[config.mk]
export PLATFORM = sky130hd
export DESIGN_NAME = injection_arbiter_flat
export DESIGN_NICKNAME = d
export VERILOG_FILES = /design/src/rtl/injection_arbiter_if.sv /design/src/rtl/injection_arbiter.sv /design/src/flat_wrapper.sv
export SDC_FILE = /design/constraint.sdc
export NUM_CORES = 1
export LEC_CHECK = 0
export ABC_CLOCK_PERIOD_IN_PS = 2400
export CAP_MARGIN = 10
export CORE_MARGIN = 2
export CORE_UTILIZATION = 41
export DETAILED_ROUTE_END_ITERATION = 10
export GPL_ROUTABILITY_DRIVEN = 1
export PLACE_DENSITY = 0.93
export SYNTH_ARGS = -nofsm -noshare
export SYNTH_HDL_FRONTEND = slang
export SYNTH_SLANG_ARGS = --single-unit
[constraint.sdc]
create_clock -name clk_i -period 2.4 [get_ports clk_i]
set_clock_uncertainty 0.2 [all_clocks]
set_input_delay 0.36 -clock clk_i [delete_from_list [all_inputs] [get_ports clk_i]]
set_output_delay 0.36 -clock clk_i [all_outputs]
set_load 0.02 [all_outputs]
[src/rtl/injection_arbiter_if.sv]
// Shared injection-port bundle: N_REQ flit sources on one side, router local port on the other.
// Signal suffixes are from the arbiter's point of view; the arbiter uses the slave modport.
interface injection_arbiter_if #(
  parameter int N_REQ     = 2,
  parameter int FLIT_SIZE = 32
);
  logic [N_REQ-1:0]                req_tx_i;
  logic [N_REQ-1:0]                req_eop_i;
  logic [N_REQ-1:0][FLIT_SIZE-1:0] req_data_i;
  logic [N_REQ-1:0]                req_credit_o;
  logic                            tx_o;
  logic                            credit_i;
  logic [FLIT_SIZE-1:0]            data_o;
  logic [N_REQ-1:0]                grant_o;
  logic                            busy_o;
  logic [15:0]                     flit_cnt_o;
  logic [31:0]                     pkt_cnt_o;

  modport slave (
    input  req_tx_i, req_eop_i, req_data_i, credit_i,
    output req_credit_o, tx_o, data_o, grant_o, busy_o, flit_cnt_o, pkt_cnt_o
  );

  modport master (
    output req_tx_i, req_eop_i, req_data_i, credit_i,
    input  req_credit_o, tx_o, data_o, grant_o, busy_o, flit_cnt_o, pkt_cnt_o
  );
endinterface

[src/rtl/injection_arbiter.sv]
// Packet-atomic round-robin arbiter for one NoC injection port; grant registered one edge after request.
// Flits pass combinationally; router credit steers only to the granted source, one idle cycle after each EOP.
module injection_arbiter #(
  parameter int N_REQ     = 2,
  parameter int FLIT_SIZE = 32
) (
  input logic               clk_i,
  input logic               rst_i,
  injection_arbiter_if.slave bus
);
  localparam int PTR_W = (N_REQ > 1) ? $clog2(N_REQ) : 1;
  localparam logic [PTR_W-1:0] LAST_IDX = PTR_W'(N_REQ - 1);

  typedef enum logic {S_IDLE, S_GRANT} state_e;

  state_e               state_q, state_d;
  logic [N_REQ-1:0]     grant_q;
  logic [PTR_W-1:0]     gidx_q;
  logic [PTR_W-1:0]     ptr_q;
  logic [15:0]          flit_cnt_q;
  logic [31:0]          pkt_cnt_q;

  logic                 pick_vld;
  logic [PTR_W-1:0]     pick_idx;
  logic [N_REQ-1:0]     pick_onehot;
  logic                 tx_sel;
  logic [FLIT_SIZE-1:0] data_sel;
  logic [N_REQ-1:0]     credit_sel;
  logic                 xfer;
  logic                 eop_xfer;

  // Rotating priority: first requester at or above ptr_q, wrapping to 0.
  always_comb begin
    int               c;
    logic [PTR_W-1:0] c_idx;
    c           = 0;
    c_idx       = '0;
    pick_vld    = 1'b0;
    pick_idx    = '0;
    pick_onehot = '0;
    for (int i = 0; i < N_REQ; i++) begin
      c     = (int'(ptr_q) + i) % N_REQ;
      c_idx = PTR_W'(c);
      if (!pick_vld && bus.req_tx_i[c_idx]) begin
        pick_vld = 1'b1;
        pick_idx = c_idx;
      end
    end
    pick_onehot[pick_idx] = 1'b1;
  end

  always_ff @(posedge clk_i) begin
    if (rst_i) begin
      state_q    <= S_IDLE;
      grant_q    <= '0;
      gidx_q     <= '0;
      ptr_q      <= '0;
      flit_cnt_q <= '0;
      pkt_cnt_q  <= '0;
    end else begin
      state_q <= state_d;
      if (state_q == S_IDLE && pick_vld) begin
        grant_q <= pick_onehot;
        gidx_q  <= pick_idx;
      end else if (eop_xfer) begin
        grant_q    <= '0;
        ptr_q      <= (gidx_q == LAST_IDX) ? '0 : gidx_q + PTR_W'(1);
        pkt_cnt_q  <= pkt_cnt_q + 32'd1;
        flit_cnt_q <= '0;
      end else if (xfer) begin
        flit_cnt_q <= flit_cnt_q + 16'd1;
      end
    end
  end

  always_comb begin
    state_d = state_q;
    case (state_q)
      S_IDLE:  if (pick_vld) state_d = S_GRANT;
      S_GRANT: if (eop_xfer) state_d = S_IDLE;
      default: state_d = S_IDLE;
    endcase
  end

  always_comb begin
    tx_sel     = 1'b0;
    data_sel   = '0;
    credit_sel = '0;
    if (state_q == S_GRANT) begin
      tx_sel             = bus.req_tx_i[gidx_q];
      data_sel           = bus.req_data_i[gidx_q];
      credit_sel[gidx_q] = bus.credit_i;
    end
  end

  assign xfer     = tx_sel & bus.credit_i;
  assign eop_xfer = xfer & bus.req_eop_i[gidx_q];

  assign bus.tx_o         = tx_sel;
  assign bus.data_o       = data_sel;
  assign bus.req_credit_o = credit_sel;
  assign bus.grant_o      = grant_q;
  assign bus.busy_o       = |grant_q;
  assign bus.flit_cnt_o   = flit_cnt_q;
  assign bus.pkt_cnt_o    = pkt_cnt_q;
endmodule
[src/flat_wrapper.sv]
// flat-port wrapper written by rule: the top's interface ports become plain ports
module injection_arbiter_flat 
#(
  parameter int N_REQ     = 2,
  parameter int FLIT_SIZE = 32
)
  (clk_i, rst_i, bus_req_tx_i, bus_req_eop_i, bus_req_data_i, bus_credit_i, bus_req_credit_o, bus_tx_o, bus_data_o, bus_grant_o, bus_busy_o, bus_flit_cnt_o, bus_pkt_cnt_o);
  injection_arbiter_if #(.N_REQ(N_REQ), .FLIT_SIZE(FLIT_SIZE)) bus_i ();
  input logic clk_i;
  input logic rst_i;
  input wire logic [$bits(bus_i.req_tx_i)-1:0] bus_req_tx_i;
  input wire logic [$bits(bus_i.req_eop_i)-1:0] bus_req_eop_i;
  input wire logic [$bits(bus_i.req_data_i)-1:0] bus_req_data_i;
  input wire logic [$bits(bus_i.credit_i)-1:0] bus_credit_i;
  output wire logic [$bits(bus_i.req_credit_o)-1:0] bus_req_credit_o;
  output wire logic [$bits(bus_i.tx_o)-1:0] bus_tx_o;
  output wire logic [$bits(bus_i.data_o)-1:0] bus_data_o;
  output wire logic [$bits(bus_i.grant_o)-1:0] bus_grant_o;
  output wire logic [$bits(bus_i.busy_o)-1:0] bus_busy_o;
  output wire logic [$bits(bus_i.flit_cnt_o)-1:0] bus_flit_cnt_o;
  output wire logic [$bits(bus_i.pkt_cnt_o)-1:0] bus_pkt_cnt_o;
  assign bus_i.req_tx_i = bus_req_tx_i;
  assign bus_i.req_eop_i = bus_req_eop_i;
  assign bus_i.req_data_i = bus_req_data_i;
  assign bus_i.credit_i = bus_credit_i;
  assign bus_req_credit_o = bus_i.req_credit_o;
  assign bus_tx_o = bus_i.tx_o;
  assign bus_data_o = bus_i.data_o;
  assign bus_grant_o = bus_i.grant_o;
  assign bus_busy_o = bus_i.busy_o;
  assign bus_flit_cnt_o = bus_i.flit_cnt_o;
  assign bus_pkt_cnt_o = bus_i.pkt_cnt_o;
  injection_arbiter #(.N_REQ(N_REQ), .FLIT_SIZE(FLIT_SIZE)) u_core (.clk_i(clk_i), .rst_i(rst_i), .bus(bus_i));
endmodule
# Yosys cells after proc, flatten, opt, wreduce, memory -nomap -nowiden
# Index checks and enable logic that the tools add are counted.
# Widths: inputs -> output; s select.
# totals
register_bits	53
elab_cells	60
# classes
addsub	4
n_lt_le_gt_ge	6
mux	29
n_bitwise	5
reduce_logical	10
# op_table
op	n
$mux 32	3
$add 32x1->32 const B	1
$mux 16	2
$mux 1	18
$add 16x1->16 const B	1
$lt 1x2->1 const B	4
$mux 2	3
$logic_and 1x1->1	4
$reduce_and 2->1	2
$reduce_bool 2->1	2
$add 1x1->1 const B	2
$and 1x1->1	2
$and 2x2->2	1
$demux 1 s1	2
$ge 1x1->1 const B	2
$not 1->1	2
$pmux 1 s2	1
$reduce_or 2->1	1
$logic_not 1->1	1

# Longest topological paths before layout
# Gate-level depths: netlist of run 1.
# logic_depth
ltp_word	11
ltp_mapped	6
depth_no_buf	5

# Worst setup path before layout of run 1
# OpenSTA, ideal clock, no wires.
# synth_timing
path_kind	reg-to-reg
startpoint	register u_core.pkt_cnt_q[13] (netlist: u_core.bus.pkt_cnt_o[13])
endpoint	register u_core.pkt_cnt_q[31] (netlist: u_core.bus.pkt_cnt_o[31])
setup_ns	0.123
t_arrival_ns	1.950
t_required_ns	2.077
slack_ns	0.127
stages_incl_launch_ff	6
cell_sequence	dfxtp_1 -> nand4_1 -> or4_1 -> buf_2 -> nor4_2 -> mux2_1
# synth_between
elab_chain_cells	1
# synth_rtl
item	line	source
from (decl)	injection_arbiter.sv:21	logic [31:0] pkt_cnt_q;
from (signal assigned)	injection_arbiter.sv:68	pkt_cnt_q <= pkt_cnt_q + 32'd1;
$add 32x1->32	injection_arbiter.sv:68	
# No other way between the ends.
# A chain may end at the register's enable or synchronous reset.

# Worst setup path in the final report of run 1
# layout_timing
startpoint	register u_core.state_q
endpoint	output bus_data_o[0]
# layout_between
elab_chain_cells	1
# layout_rtl
item	line	source
from (decl)	injection_arbiter.sv:16	state_e state_q, state_d;
from (signal assigned)	injection_arbiter.sv:61	state_q <= state_d;
$mux 32	injection_arbiter.sv:89	if (state_q == S_GRANT) begin
to (decl)	flat_wrapper.sv:17	output wire logic [$bits(bus_i.data_o)-1:0] bus_data_o;
# No other way between the ends.

==> results of run 1 <==
-- registers in the layout, summed over array words and instances, names as in the netlist --
| name | count |
|---|---|
| u_core.bus.flit_cnt_o | 16 |
| u_core.bus.grant_o | 2 |
| u_core.bus.pkt_cnt_o | 32 |
| u_core.gidx_q | 1 |
| u_core.ptr_q | 1 |
| u_core.state_q | 1 |
-- synth_stat cells (2+ instances only) --
| library cell | n | area share [%] |
|---|---|---|
| a21oi_1 | 25 | 3.9 |
| o211ai_1 | 2 | 0.47 |
| inv_1 | 8 | 0.94 |
| nand3_1 | 19 | 3.0 |
| and2_1 | 4 | 0.78 |
| nor2b_1 | 44 | 8.6 |
| nor4_1 | 11 | 2.1 |
| buf_2 | 4 | 0.63 |
| clkbuf_1 | 15 | 1.8 |
| dfxtp_1 | 53 | 33 |
| and4_1 | 8 | 2.2 |
| nand2b_1 | 2 | 0.39 |
| xnor2_1 | 4 | 1.1 |
| nand4_1 | 11 | 2.1 |
| o31ai_1 | 16 | 3.8 |
| o21ai_0 | 4 | 0.63 |
| mux2_4 | 2 | 0.94 |
| nor3_1 | 4 | 0.63 |
| xor2_1 | 6 | 1.6 |
| and3_1 | 6 | 1.2 |
| nand2_1 | 21 | 2.5 |
| buf_1 | 5 | 0.59 |
| ha_1 | 2 | 0.78 |
| mux2_2 | 12 | 4.2 |
| or4_1 | 19 | 4.5 |
| nor2_1 | 29 | 3.4 |
| or3_1 | 4 | 0.78 |
| mux2i_1 | 32 | 10 |
-- final timing paths --
| kind | startpoint | to |
|---|---|---|
| worst max-delay path | u_core.state_q$_SDFF_PP0_ | bus_data_o[0] |
| worst min-delay path | u_core.bus.grant_o[1]$_SDFFE_PP0P_ | u_core.bus.grant_o[1]$_SDFFE_PP0P_ |
| worst max register to register | u_core.bus.pkt_cnt_o[15]$_SDFFE_PP0P_ | u_core.bus.pkt_cnt_o[22]$_SDFFE_PP0P_ |
| worst min register to register | u_core.bus.grant_o[1]$_SDFFE_PP0P_ | u_core.bus.grant_o[1]$_SDFFE_PP0P_ |
-- kinds of logic (layout without fill, tap and decap cells) --
| logic type | count (synthesis) | after routing |
|---|---|---|
| mux | 47 | 47 |
| simple gates | 188 | 188 |
| compound gates | 51 | 51 |
| buf+inv | 33 | 199 |
| xor+xnor | 10 | 10 |
| fa+ha+maj | 2 | 2 |
| flops | 53 | 53 |
-- tightest hold or removal path: cells and delay by family, from the launching register on --
family             cells  cell delay (ns)
and+or+nand+nor        1             0.06
DFF                    1             0.33
AOI/OAI and AO/OA      1             0.06
-- layer usage --
layer	wire length [um]	GRT usage, %	up-vias	part of all wire (%)
li1	-	-	1726	-
met1	3780	26.1	1629	40
met2	4900	40.1	126	51
met3	656	5.78	17	6.9
met4	178	5.60	0	1.9
met5	0	0	-	0
-- stage by stage --
stage	instances	setup slack, ns	setup TNS [ns]	utilization [%]
2_1_floorplan	384	0.127	0	-
3_3_place_gp	644	-0.0468	-0.0468	65.8
3_5_place_dp	644	-0.0802	-0.279	65.8
4_1_cts	652	0.0271	0	67.3
5_1_grt	652	-0.00378	-0.00585	67.8
6_report	652	0.0726	0	67.8
-- cell type report --
class / instances / area (sq um)
clock buffer: 5 / 68.8
clock inverter: 3 / 46.3
fill: 561 / 2460
inverter: 8 / 30.0
multi-input combinational: 298 / 2020
sequential: 53 / 1060
tap: 102 / 128
timing repair buffer: 183 / 1830
-- report_power, final --
| part | switching (mW) | internal (mW) |
|---|---|---|
| combinational | 0.202 | 0.261 |
| sequential | 0.00849 | 0.887 |
| clock | 0.309 | 0.313 |
-- cell usage in the layout, fill, tap and decap left out, types with 8 or more instances in the layout --
cell type / instances
mux2i_1: 32
mux2_2: 12
clkdlybuf4s50_1: 143
nand2_1: 21
and4_1: 8
dlymetal6s2s_1: 12
nand3_1: 19
dfxtp_1: 52
buf_4: 24
nor4_1: 9
o31ai_1: 16
nand4_1: 11
nor2b_1: 44
or4_1: 19
nor2_1: 29
inv_1: 8
a21oi_1: 25
==> summary.md, run 1 <==
| Metric | Value |
|---|---|
| Status | `finished clean` |
| Depth of the CTS H-tree | `2` |
| Largest family of logic cells by synthesized area | `simple AND/OR/NAND/NOR gates` |
| DR WL/cell | `14.6 um` |
| R2r setup slk | `0.11 ns` |
| Mux cell area share after synthesis | `15.5%` |
| Cells on Worst Hold Path | `2` |
| Max Cap Viol | `0` |
| Total track usage | `22.2%` |
| Vias in the first global route | `3,463` |
| ANT cells | `0` |
| Port buffer count | `156` |
| Leakage | `1.95 nW` |
| Post-DP HPWL | `7330 um` |
| Sequential share of the synthesized area | `33.1%` |
| Routability cong. | `0.838` |
| DRT Pass-1 Iters | `4` |
| Crit Path Max Fanout | `26` |
| Synth Cell Area | `0.00320 sq mm` |
| Setup repair bufs after CTS | `0` |
| Overflow after GRT | `0` |
| CP top delay family | `buffers and inverters` |
| Synth Register Bits | `53` |
| Hold Violations, Final | `0` |
| Peak supply drop | `0.228 mV` |
| Slew Viols, Final | `0` |
| CTS tree | `built` |
| Via Count | `3,498` |
| Initial Utilization | `41.9%` |
| Crit Path Category | `reg2out` |
| Min Tclk post-route | `2.33 ns` |
| Post-CTS resize count | `1` |
| Initial antenna violation count | `0` |
| Hold Slack | `0.291 ns` |
| Starting DRT DRC Count | `138` |
| Clock transition at the registers of the reported paths | `0.09 ns` |
| Adder-cell share of the synthesized area | `0.781%` |
| YS warnings | `0` |
| Relative slew slack | `75.8%` |
| FP Rows | `32` |
| Die ar. | `0.00853 sq mm` |
| Final WL | `9510 um` |
| NumNets Final | `622` |
| Core region area | `0.00765 sq mm` |
| Layout cells sized above 1 | `10.4%` |
| Power per standard cell area | `382 mW/mm^2` |
| Clk buf depth | `2` |
| Asr flop ratio synth | `0%` |
| Cells after Synth | `384` |
| Worst setup EP type | `output pin` |
| First-pass GRT wire length | `15,700 um` |
| Worst r2r path cells | `5` |
| Post-DP Area | `0.00503 sq mm` |
| Post-Synth Simple-Gate Area | `34.0%` |
| WP buf/inv | `2` |
| Synth Area in Compound Gates | `9.73%` |
| Post-synth EDFFs | `0` |
| Hold Path Class | `reg2reg` |
| Clock root cell | `clkbuf_8` |
| Clock tree sinks | `53` |
| Cell Chain, Critical Path | `buf_4 -> nor2b_1 -> clkdlybuf4s50_1` |
| Worst setup SP type | `register` |
| Syn_nets | `457` |
| Number of distinct library cells after synthesis | `40` |
| Post-route clock period utilization | `97.0%` |
| Area growth syn-to-layout | `62.0%` |
| Io pins | `157` |
| Max Clk Rate | `430 MHz` |
| XOR/XNOR Fraction of Synth Area | `2.73%` |
| Critical Path RT | `1.84 ns` |
| Hold buffer count at CTS | `0` |
| Critical path's largest stage delay | `0.62 ns` |
| Worst skew pair latency | `0.31 ns` |
| Post-route cell area | `0.00519 sq mm` |
| Via density | `5.37` |
| WP depth | `3` |
| Post-route ant nets | `0` |
| Final setup viols | `0` |
| DRC Markers | `0` |
| DIE WIDTH | `92.4 um` |
| Most used DFF post-synth | `dfxtp_1` |
| Critical path arrival | `1.77 ns` |
| Critical-path top delay cell | `clkdlybuf4s50_1` |
| Pwr Total | `1.98 mW` |
| Pin count of the biggest net entering global routing | `29` |
| Syn_area_per_cell | `8.34 sq um` |
| Die Y | `92.4 um` |
| Worst Tran Pin Value | `0.363 ns` |
| Total CTS buffers | `5` |
Note: power is estimated with default switching activity, not from simulation.
==> run 2: changes to the inputs <==
--- a/config.mk
+++ b/config.mk
@@ -12,6 +12,7 @@
 export DETAILED_ROUTE_END_ITERATION = 10
 export GPL_ROUTABILITY_DRIVEN = 1
 export PLACE_DENSITY = 0.93
+export SETUP_SLACK_MARGIN = 0.4
 export SYNTH_ARGS = -nofsm -noshare
 export SYNTH_HDL_FRONTEND = slang
 export SYNTH_SLANG_ARGS = --single-unit
==> summary.md, run 2 (synthesis results as in run 1) <==
| Metric | Value |
|---|---|
| Status | `finished clean` |
| Switching power share of the total | `27.9%` |
| Min Tclk post-route | `2.17 ns` |
| Worst setup SP type | `register` |
| Max Cap Viol | `0` |
| Max reg flops | `32` |
| Die Y | `92.4 um` |
| Non-Filler Instances | `688` |
| Worst skew pair latency | `0.31 ns` |
| Clock network power share | `28.4%` |
| Post-DP Area | `0.00504 sq mm` |
| Final WL | `12,800 um` |
| Sequential Power Share | `45.0%` |
| Relative slew slack | `64.1%` |
| Multi-input logic area | `0.00248 sq mm` |
| Overflow after GRT | `0` |
| Starting DRT DRC Count | `212` |
| Initial antenna violation count | `0` |
| Layout cells sized above 1 | `34.3%` |
| Area growth syn-to-layout | `85.1%` |
| Clock transition at the registers of the reported paths | `0.10 ns` |
| Port buffer count | `156` |
| Fill count | `475` |
| Unrepaired setup endpoints after global routing | `true` |
| Io pins | `157` |
| Grt met1 use | `29.1%` |
| Via density | `5.67` |
| Hold Path Class | `reg2reg` |
| Combinational power share | `26.6%` |
| Slew Viols, Final | `0` |
| Hold buffer count at CTS | `0` |
| Peak supply drop | `0.236 mV` |
| Max Clk Rate | `461 MHz` |
| Commonest non-fill, non-tap cells in the layout | `114 x clkdlybuf4s50_1, 50 x buf_4, 44 x nor2b_1, 33 x dfxtp_1, 29 x nor2_1` |
| CTS tree | `built` |
| Most common cell after layout, fill and taps aside | `clkdlybuf4s50_1` |
| FP Rows | `32` |
| First-pass GRT wire length | `18,200 um` |
| GR Layer Usage met3 | `4.07%` |
| Total track usage | `26.0%` |
| Initial Utilization | `41.9%` |
| Hold Violations, Final | `0` |
| NumNets Final | `658` |
| DRC Markers | `0` |
| Die ar. | `0.00853 sq mm` |
| Worst Tran Pin Value | `0.539 ns` |
| Post-route ant nets | `0` |
| Post-route clock period utilization | `90.4%` |
| DIE WIDTH | `92.4 um` |
| Leakage | `2.35 nW` |
| Clock tree sinks | `53` |
| DR WL/cell | `18.5 um` |
| Clock root cell | `clkbuf_8` |
| Pwr Total | `1.96 mW` |
| Final setup TNS | `0 ns` |
| Post-layout util | `77.5%` |
| Crit Path Category | `reg2reg` |
| Hold Slack | `0.297 ns` |
| Pre-CTS setup slack | `-0.119 ns` |
| Crit Path Max Fanout | `6` |
| Post-route cell area | `0.00593 sq mm` |
| FF+latch area | `0.00112 sq mm` |
| Pin count of the biggest net entering global routing | `49` |
| Worst setup EP type | `register` |
| Power per standard cell area | `331 mW/mm^2` |
| Net Sw Power | `0.547 mW` |
| Post-DP HPWL | `7790 um` |
| Routability cong. | `0.838` |
| Grt peak-use layer | `met2` |
| Via Count | `3,903` |
| Final setup viols | `0` |
| GR Layer Usage met2 | `50.1%` |
| Depth of the CTS H-tree | `2` |
| Setup ws final | `0.232 ns` |
| Placed insts | `642` |
| Vias in the first global route | `3,836` |
| Critical Path RT | `2.41 ns` |
| DRT Pass-1 Iters | `5` |
| Int Power | `1.42 mW` |
| ANT cells | `0` |
| Clk buf depth | `2` |
| Total CTS buffers | `5` |
| Core region area | `0.00765 sq mm` |
| Critical path arrival | `2.18 ns` |
## run 2: cell count changes in the layout (fill, tap and decap cells not counted), sizes merged, moves of 3 or more
| cell | change |
|---|---|
| dlygate4sd2 | +3 |
| clkbuf | +17 |
| dlymetal6s2s | -9 |
| clkdlybuf4s50 | -29 |
| buf | +53 |
## run 2: cell type report
| class | count | area share, % |
|---|---|---|
| Sequential cell | 53 | 18.8 |
| Inverter | 8 | 0.507 |
| Clock buffer | 7 | 1.63 |
| Tap cell | 102 | 2.15 |
| Multi-Input combinational cell | 300 | 41.9 |
| Timing Repair Buffer | 217 | 34.9 |
| Clock inverter | 1 | 0.0844 |
## run 2: worst max-delay path, stage by stage, from the launching register on
cell and delay (ns):
dfxtp_4 0.37, nand4_1 0.14, buf_6 0.17, or4_4 0.60
nor4_4 0.23, mux2_4 0.35
## run 2: repair_timing
item	4_1_cts	5_1_grt
pin swaps	15	19
resized for setup	155	110
cloned	3	3
buffers inserted	22	10
endpoints found under the setup margin	79	71
## run 2: path summary, 6_finish.rpt
path | to | slack [ns] | cells past startpoint | from
max | u_core.bus.pkt_cnt_o[30]$_SDFFE_PP0P_ | 0.23 | 5 | u_core.bus.pkt_cnt_o[10]$_SDFFE_PP0P_
min | u_core.bus.pkt_cnt_o[5]$_SDFFE_PP0P_ | 0.30 | 2 | u_core.bus.pkt_cnt_o[5]$_SDFFE_PP0P_
max reg2reg | u_core.bus.pkt_cnt_o[30]$_SDFFE_PP0P_ | 0.23 | 5 | u_core.bus.pkt_cnt_o[10]$_SDFFE_PP0P_
min reg2reg | u_core.bus.pkt_cnt_o[5]$_SDFFE_PP0P_ | 0.30 | 2 | u_core.bus.pkt_cnt_o[5]$_SDFFE_PP0P_
## run 2: power by group through the flow
stage	registers (mW)	logic, mW	clock network [mW]
final	0.883	0.523	0.557
after global routing	0.884	0.554	0.593
after CTS	0.886	0.473	0.553
after detailed placement	0.910	0.465	0
after global placement	0.910	0.454	0
after floorplan	0.909	0.203	0
## run 2: layer usage
layer / wire, um / up-vias
li1: - / 1810
met4: 382 / 0
met1: 4520 / 1855
met5: 0 / -
met2: 7020 / 206
met3: 836 / 32
==> run 3: changes to the inputs <==
--- a/config.mk
+++ b/config.mk
@@ -7,11 +7,13 @@
 export LEC_CHECK = 0
 export ABC_CLOCK_PERIOD_IN_PS = 2400
 export CAP_MARGIN = 10
-export CORE_MARGIN = 2
-export CORE_UTILIZATION = 41
+export CELL_PAD_IN_SITES_DETAIL_PLACEMENT = 0
+export CELL_PAD_IN_SITES_GLOBAL_PLACEMENT = 1
+export CORE_MARGIN = 4
+export CORE_UTILIZATION = 29
 export DETAILED_ROUTE_END_ITERATION = 10
 export GPL_ROUTABILITY_DRIVEN = 1
-export PLACE_DENSITY = 0.93
+export PLACE_DENSITY = 0.94
 export SETUP_SLACK_MARGIN = 0.4
 export SYNTH_ARGS = -nofsm -noshare
 export SYNTH_HDL_FRONTEND = slang
==> summary.md, run 3 (synthesis results as in run 1) <==
| Metric | Value |
|---|---|
| Status | `finished clean` |
| Overflow after GRT | `0` |
| Routability cong. | `0.790` |
| CTS tree | `built` |
| Non-Filler Instances | `706` |
| DR WL/cell | `15.2 um` |
| Post-DP HPWL | `8000 um` |
| Die Y | `113 um` |
| Final WL | `10,700 um` |
| Relative slew slack | `68.0%` |
| DRC Markers | `0` |
| Critical path arrival | `2.09 ns` |
| Worst skew pair latency | `0.31 ns` |
| Worst Tran Pin Value | `0.480 ns` |
| Pin count of the biggest net entering global routing | `42` |
| Total track usage | `16.1%` |
| Most common cell after layout, fill and taps aside | `clkdlybuf4s50_1` |
| Crit Path Category | `reg2reg` |
| Worst r2r src | `u_core.gidx_q$_SDFFE_PP0P_` |
| Terminus of the critical flop-to-flop path | `u_core.bus.pkt_cnt_o[27]$_SDFFE_PP0P_` |
| Clock root cell | `clkbuf_8` |
| First-pass GRT wire length | `17,300 um` |
| Worst r2r path cells | `6` |
| Clock transition at the registers of the reported paths | `0.10 ns` |
| Hold Path Class | `reg2reg` |
| Peak supply drop | `0.234 mV` |
| Final setup viols | `0` |
| End of the critical path | `u_core.bus.pkt_cnt_o[27]$_SDFFE_PP0P_` |
| Hold buffer count at CTS | `0` |
| Slew Viols, Final | `0` |
| Leakage | `2.32 nW` |
| Setup ws final | `0.312 ns` |
| Via Count | `3,570` |
| Initial antenna violation count | `0` |
| Post-route clock period utilization | `87.0%` |
| Depth of the CTS H-tree | `2` |
| Commonest non-fill, non-tap cells in the layout | `101 x clkdlybuf4s50_1, 44 x nor2b_1, 33 x dfxtp_1, 30 x buf_4, 29 x nor2_1` |
| Vias in the first global route | `3,666` |
| Starting DRT DRC Count | `106` |
| Port buffer count | `156` |
| Clock tree sinks | `53` |
| NumNets Final | `638` |
| Worst setup SP type | `register` |
| Die ar. | `0.0128 sq mm` |
| Crit path from | `u_core.gidx_q$_SDFFE_PP0P_` |
| DIE WIDTH | `113 um` |
| Pre-CTS setup slack | `-0.183 ns` |
| Post-route cell area | `0.00557 sq mm` |
| Max reg flops | `32` |
| Post-route ant nets | `0` |
| Clk buf depth | `2` |
| Layout cells sized above 1 | `26.3%` |
| Min Tclk post-route | `2.09 ns` |
| Area growth syn-to-layout | `74.0%` |
| Max Clk Rate | `479 MHz` |
| DRT Pass-1 Iters | `4` |
| Post-DP Area | `0.00508 sq mm` |
| Total CTS buffers | `5` |
| Final setup TNS | `0 ns` |
| Placed insts | `679` |
| Max Cap Viol | `0` |
| Worst setup EP type | `register` |
| ANT cells | `0` |
| R2r setup slk | `0.31 ns` |
| FP Rows | `38` |
| Power per standard cell area | `339 mW/mm^2` |
| Critical Path RT | `2.40 ns` |
| Io pins | `157` |
| Core region area | `0.0108 sq mm` |
| Hold Violations, Final | `0` |
| Unrepaired setup endpoints after global routing | `true` |
| Initial Utilization | `29.5%` |
| Crit Path Max Fanout | `8` |
| Via density | `5.06` |
[run 3: cell count changes in the layout (fill, tap and decap cells not counted), sizes merged]
cell	before	now
dlymetal6s2s	3	15
buf	80	45
clkinv	1	0
clkdlybuf4s15	1	8
inv	8	11
clkdlybuf4s50	114	101
dlygate4sd2	4	14
or4	20	19
clkbuf	22	20
[run 3: worst min path at each step]
stage                                          startpoint                                    end  slack, ns  cells past startpoint
finish                 u_core.bus.grant_o[1]$_SDFFE_PP0P_     u_core.bus.grant_o[1]$_SDFFE_PP0P_       0.29                      2
detailed placement     u_core.bus.grant_o[1]$_SDFFE_PP0P_     u_core.bus.grant_o[1]$_SDFFE_PP0P_       0.28                      2
floorplan                       u_core.ptr_q$_SDFFE_PP0P_              u_core.ptr_q$_SDFFE_PP0P_       0.27                      2
global placement    u_core.bus.pkt_cnt_o[19]$_SDFFE_PP0P_  u_core.bus.pkt_cnt_o[19]$_SDFFE_PP0P_       0.27                      2
global route        u_core.bus.pkt_cnt_o[19]$_SDFFE_PP0P_  u_core.bus.pkt_cnt_o[19]$_SDFFE_PP0P_       0.33                      2
CTS                    u_core.bus.grant_o[1]$_SDFFE_PP0P_     u_core.bus.grant_o[1]$_SDFFE_PP0P_       0.30                      2
[run 3: routing by layer]
metal	routed length, um	share of wire (%)	vias to the layer above	track usage (%)
li1	-	-	1764	-
met1	4410	41	1696	18.1
met2	5530	51	101	29.9
met3	704	6.6	9	4.97
met4	96	0.89	0	2.80
met5	0	0	-	0
[run 3: report_power, final]
| group | switching, mW | internal (mW) | total, mW |
|---|---|---|---|
| Sequential | 0.00905 | 0.877 | 0.886 |
| Clock | 0.319 | 0.214 | 0.534 |
| Combinational | 0.214 | 0.253 | 0.467 |
[run 3: what timing repair did]
item,in CTS,in global routing
hold endpoints to repair,0,0
gates resized for setup,92,82
setup buffers,10,7
gates cloned,1,1
pin swaps,8,12
setup endpoints to repair,68,75
[run 3: per-stage QoR]
step / hold WS, ns / power [mW] / utilization (%)
after detailed placement: 0.281 / 1.37 / 46.9
after CTS: 0.295 / 1.88 / 49.6
after global placement: 0.269 / 1.36 / 46.9
after floorplan: 0.271 / 1.11 / -
final: 0.290 / 1.89 / 51.4
after global routing: 0.331 / 1.98 / 51.4
[run 3: critical path, cell delays in order, from the launching register on]
cell     delay (ns)
dfxtp_4        0.39
buf_8          0.14
mux2_4         0.28
nand4_4        0.16
buf_12         0.19
nor4_2         0.26
mux2_2         0.36
[run 3: final cells by class]
cell class / instances / area [sq um]
Tap cell: 140 / 175
Fill cell: 1032 / 5270
Sequential cell: 53 / 1110
Multi-Input combinational cell: 299 / 2250
Inverter: 8 / 30.0
Clock inverter: 3 / 23.8
Timing Repair Buffer: 198 / 1910
Clock buffer: 5 / 68.8
